[config.mk]
export PLATFORM = sky130hd
export DESIGN_NAME = tone_write_sequencer
export DESIGN_NICKNAME = d
export VERILOG_FILES = /design/src/rtl/tone_write_sequencer.sv
export SDC_FILE = /design/constraint.sdc
export NUM_CORES = 1
export LEC_CHECK = 0
export CELL_PAD_IN_SITES_DETAIL_PLACEMENT = 1
export CELL_PAD_IN_SITES_GLOBAL_PLACEMENT = 1
export CORE_MARGIN = 3
export CORE_UTILIZATION = 46
export DETAILED_ROUTE_END_ITERATION = 8
export GPL_TIMING_DRIVEN = 0
export HOLD_SLACK_MARGIN = 0.02
export PLACE_DENSITY = 0.93
export SLEW_MARGIN = 20
export SYNTH_ARGS = -nofsm -noshare
export SYNTH_HDL_FRONTEND = slang
export SYNTH_SLANG_ARGS = --single-unit
[constraint.sdc]
create_clock -name clk_in -period 4.2 [get_ports clk_in]
set_input_delay 0.42 -clock clk_in [delete_from_list [all_inputs] [get_ports clk_in]]
set_output_delay 0.42 -clock clk_in [all_outputs]
set_load 0.01 [all_outputs]
[src/rtl/tone_write_sequencer.sv]
// tone_write_sequencer: master slot counter for the 4-channel DDS tone datapath,
// host write FIFO with slot-safe issue window, and mixed-sample capture.
// Optional build macro: TONE_SEQ_DROP_DETECT_EN (sticky host-write drop flag).
module tone_write_sequencer #(
    parameter int COUNT_MAX  = 1023,
    parameter int FIFO_DEPTH = 4
) (
    input  logic        clk_in,
    input  logic        reset_in,
    input  logic [3:0]  host_addr_in,
    input  logic [15:0] host_data_in,
    input  logic        host_valid_in,
    output logic        host_ready_out,
    output logic [9:0]  master_count_out,
    output logic [3:0]  gen_addr_out,
    output logic [15:0] gen_data_out,
    output logic        gen_valid_out,
    input  logic [15:0] mix_in,
    input  logic        mix_valid_in,
    output logic [15:0] sample_out,
    output logic        sample_strobe_out,
    output logic        frame_start_out,
    output logic        drop_flag_out
);
    localparam int PTR_W = $clog2(FIFO_DEPTH);
    localparam int OCC_W = PTR_W + 1;
    localparam logic [9:0] CNT_MAX = 10'(COUNT_MAX);
    // Pops are legal only here, so the write lands in slots 17..COUNT_MAX,
    // clear of the phase-update, waveform-latch and mix slots 0..16.
    localparam logic [9:0] WIN_LO = 10'd16;
    localparam logic [9:0] WIN_HI = 10'(COUNT_MAX - 1);
    localparam logic [OCC_W-1:0] OCC_FULL = OCC_W'(FIFO_DEPTH);

    typedef struct packed {
        logic [3:0]  addr;
        logic [15:0] data;
    } wr_req_t;

    typedef enum logic {IDLE, ISSUE} state_t;

    wr_req_t          fifo_mem [FIFO_DEPTH];
    logic [PTR_W-1:0] wr_ptr, rd_ptr;
    logic [OCC_W-1:0] occ, occ_next;
    state_t           state, state_next;
    logic             window_ok, push, pop;

    assign window_ok       = (master_count_out >= WIN_LO) && (master_count_out <= WIN_HI);
    assign push            = host_valid_in && host_ready_out;
    assign frame_start_out = (master_count_out == 10'd0);

    // Free-running slot counter, wraps COUNT_MAX -> 0
    always_ff @(posedge clk_in) begin
        if (reset_in)                     master_count_out <= '0;
        else if (master_count_out == CNT_MAX) master_count_out <= '0;
        else                              master_count_out <= master_count_out + 10'd1;
    end

    // Issue FSM next state; a pop is taken whenever the head is available in the window
    always_comb begin
        state_next = state;
        pop        = (occ != '0) && window_ok;
        case (state)
            IDLE:    if (pop)  state_next = ISSUE;
            ISSUE:   if (!pop) state_next = IDLE;
            default: state_next = IDLE;
        endcase
    end

    assign gen_valid_out = (state == ISSUE);

    // FSM state register; reset drops any in-flight issue
    always_ff @(posedge clk_in) begin
        if (reset_in) state <= IDLE;
        else          state <= state_next;
    end

    // Occupancy after this edge; push and pop together leave it unchanged
    always_comb begin
        occ_next = occ;
        case ({push, pop})
            2'b10:   occ_next = occ + 1'b1;
            2'b01:   occ_next = occ - 1'b1;
            default: occ_next = occ;
        endcase
    end

    // FIFO pointers, occupancy and registered ready (not full)
    always_ff @(posedge clk_in) begin
        if (reset_in) begin
            wr_ptr         <= '0;
            rd_ptr         <= '0;
            occ            <= '0;
            host_ready_out <= 1'b1;
        end else begin
            if (push) wr_ptr <= wr_ptr + 1'b1;
            if (pop)  rd_ptr <= rd_ptr + 1'b1;
            occ            <= occ_next;
            host_ready_out <= (occ_next != OCC_FULL);
        end
    end

    // FIFO storage; contents need no reset since occupancy gates reads
    always_ff @(posedge clk_in) begin
        if (push) fifo_mem[wr_ptr] <= '{addr: host_addr_in, data: host_data_in};
    end

    // Write bus to the datapath loads the head on pop and holds otherwise
    always_ff @(posedge clk_in) begin
        if (reset_in) begin
            gen_addr_out <= '0;
            gen_data_out <= '0;
        end else if (pop) begin
            gen_addr_out <= fifo_mem[rd_ptr].addr;
            gen_data_out <= fifo_mem[rd_ptr].data;
        end
    end

    // Mixed-sample capture; strobe marks the cycle the new sample is visible
    always_ff @(posedge clk_in) begin
        if (reset_in) begin
            sample_out        <= '0;
            sample_strobe_out <= 1'b0;
        end else begin
            if (mix_valid_in) sample_out <= mix_in;
            sample_strobe_out <= mix_valid_in;
        end
    end

`ifdef TONE_SEQ_DROP_DETECT_EN
    // Sticky flag: host offered a write while the FIFO was full
    always_ff @(posedge clk_in) begin
        if (reset_in)                             drop_flag_out <= 1'b0;
        else if (host_valid_in && !host_ready_out) drop_flag_out <= 1'b1;
    end
`else
    assign drop_flag_out = 1'b0;
`endif

endmodule
==> results.cfg <==
[yosys]
ys_types = 32
synth-seq-cells = 136
ys.flop_type = edfxtp_1
seq_area_frac_synth = 0.6809
async_flop_share = 0
synth_cells = 360
syn_nets = 408
ys_top_cells_by_area = edfxtp_1 46%, dfxtp_1 22%, mux4_2 8.7%
synth-warning-count = 0
synth_top_area_cell = edfxtp_1
synth_edf_count = 80
syn_avg_cell_area_sq_um = 14.37
syn_area_sq_mm = 0.005175
synth_top_cell_area_share = 0.4642

[clock_tree]
post-cts-setup-buffers = 0
cts_buffers = 17
cts_tree = built
h-tree-depth = 4
ctsHoldBuffers = 0
cts.sinks = 136
clk_latency_ns = 0.42
cts_buffer_depth = 2
clk_pin_slew_ns = 0.06
ctsResizeCount = 0
root_buffer = clkbuf_16

[critical_path]
cp-start-kind = flip-flop
worstReg2RegStart = master_count_out[2]
crit_start = master_count_out[2]
crit_chain = nand3_1, nor3_1, clkbuf_1, nor2_1, ha_1, inv_1, fa_1, xor2_1, or3_1, a21oi_1, nand2b_1
crit_end = host_ready_out
crit_required_ns = 4.50
worstRegToRegCells = 11
end_kind = flip-flop
worst-path-stages = 11
rrSetupSlack_ns = 1.00
crit_fanout = 10
slowest_delay_ns = 0.70
path_buf_inv = 2
crit_arrival_ns = 3.49
rr_endpoint = host_ready_out
cpMaxStageDelayCell = nor3_1
cp_top_family = simple AND/OR/NAND/NOR gates
path_class = reg -> reg

[place]
io_buffers = 88
dpl-instance-area_sq_mm = 0.006231
dpl.hpwl_um = 8506
place_congestion = 0.8195

[grt]
antenna_found_initial = 0
grt_usage = 0.2273
grt_overflow = 0
grt_max_degree = 21
grt_pass1_wl_um = 21460
grt_pass1_vias = 3888

[run_status]
run_status = finished clean

[layout]
fillerInstances = 1027
antennaDiodeCount = 0
fin_nets = 516
area_delta_synth_final_pct = 32.95
final-seq-area_sq_mm = 0.003523
multi_input_area_sq_mm = 0.001533
final_area_sq_mm = 0.006880
drive_gt1_frac = 0.1247

[sta]
finClkSkew_ns = 0.01068
period_share = 0.7612
maxSlewViolCount = 0
rsz0062_at_grt = false
fmaxAchievable_mhz = 312.8
finalSetupViolations = 0
holdWs_ns = 0.4947
min_period_ns = 3.197
tightest_slew_ns = 0.7750
fin_tns_setup_ns = 0
slew_headroom = 0.4794
finalHoldViolCount = 0

[floorplanning]
die_h_um = 112.1
fp.dieW_um = 112.1
ios = 91
die-area_sq_mm = 0.01256
core_area_sq_mm = 0.01094
initial_utilization = 0.4732
num_rows = 38

[pwr]
peakVddDrop_uv = 368.4
power_density_mw_per_mm2 = 479.2
leakage_nw = 2.357

[drt]
drt-initial-drc-count = 217
wire_per_inst_um = 21.77
top_layer_used = met4
viasPerCell = 5.498
first_pass_iters = 4
routed_wl_um = 13520
ant_nets = 0
met1_length_um = 5222
dr_wl_met2_um = 7253
vias = 3414
routed-wl-met3_um = 655
drc_errors = 0

[min_path]
hold_path_class = reg -> reg
hp-start = sample_out[3]

[run]
drv_cap = 0
## worst register-to-register path: stages, from the launching register on
cell,delay [ns]
dfxtp_1,0.45
nand3_1,0.22
nor3_1,0.70
clkbuf_1,0.42
nor2_1,0.11
ha_1,0.22
inv_1,0.08
fa_1,0.17
xor2_1,0.09
or3_1,0.32
a21oi_1,0.23
nand2b_1,0.09
## cells in the mapped netlist (5+ instances only)
library cell / n
and3_1: 6
nand2_1: 5
a21oi_1: 23
ha_1: 7
buf_2: 5
mux2i_1: 17
clkbuf_1: 12
xor2_1: 5
xnor2_1: 6
o21ai_1: 7
dfxtp_1: 56
nor2_1: 31
mux4_2: 20
edfxtp_1: 80
nand3_1: 28
nor3_1: 6
inv_1: 9
o21ai_0: 15
## stage by stage
step	power (W)	setup slack [ns]	instances	utilization
after floorplan	0.001603	1.662	360	-
after global placement	0.001695	1.349	588	0.5698
after detailed placement	0.001710	1.186	588	0.5698
after CTS	0.003317	1.033	620	0.6278
after global routing	0.003402	0.7327	621	0.6292
final	0.003297	1.003	621	0.6292
## placed cells by master (no fill, tap or decap), drive strengths merged, types with 3 or more instances in the layout
cell	count
clkdlybuf4s50	88
edfxtp	80
dfxtp	56
nor2	31
clkbuf	30
nand3	28
a21oi	23
o21ai	22
mux4	20
mux2i	17
buf	10
inv	9
ha	7
nor3	6
xnor2	6
clkinv	6
and3	6
nand2	5
xor2	5
bufinv	5
or3	4
nor2b	4
clkinvlp	3
## layer usage
| layer | global-route usage | vias to the layer above |
|---|---|---|
| li1 | - | 1544 |
| met1 | 0.2542 | 1719 |
| met2 | 0.4105 | 121 |
| met3 | 0.05714 | 30 |
| met4 | 0.1002 | 0 |
| met5 | 0 | - |
## power breakdown
part	switching (W)	internal [W]	leakage, nW
registers	0.0000237	0.00147	1.19
logic	0.0000931	0.0000982	0.870
clock network	0.000565	0.00105	0.296
## layout make-up
cell class / instances / share of cell area
sequential: 136 / 0.5121
clock buffer: 18 / 0.06238
inverter: 9 / 0.004910
buffer: 21 / 0.01291
multi-input combinational: 194 / 0.2228
clock inverter: 14 / 0.02982
tap: 140 / 0.02546
timing repair buffer: 89 / 0.1297
## registers in the layout (all words and copies together), names as in the netlist
signal             count
gen_addr_out           4
rd_ptr                 2
occ                    3
fifo_mem              80
host_ready_out         1
gen_data_out          16
gen_valid_out          1
master_count_out      10
sample_out            16
wr_ptr                 2
sample_strobe_out      1
## how the worst min path moves through the flow
stage | end | depth (start not counted)
CTS | sample_out[3] | 2
global placement | gen_data_out[4] | 2
floorplan | occ[2] | 2
global route | sample_out[10] | 2
finish | sample_out[3] | 2
detailed placement | gen_data_out[4] | 2
## cell families after synthesis
family	count (synthesis)	synth area share
XOR/XNOR	11	0.01862
multiplexers	38	0.1228
flip-flops	136	0.6809
other	1	0.0007246
adder cells (fa/ha/maj)	8	0.02079
AO/OA/AOI/OAI	48	0.05077
buffers and inverters	30	0.02369
AND/OR/NAND/NOR	88	0.08172
No activity file was read; power rests on OpenSTA's default activity.
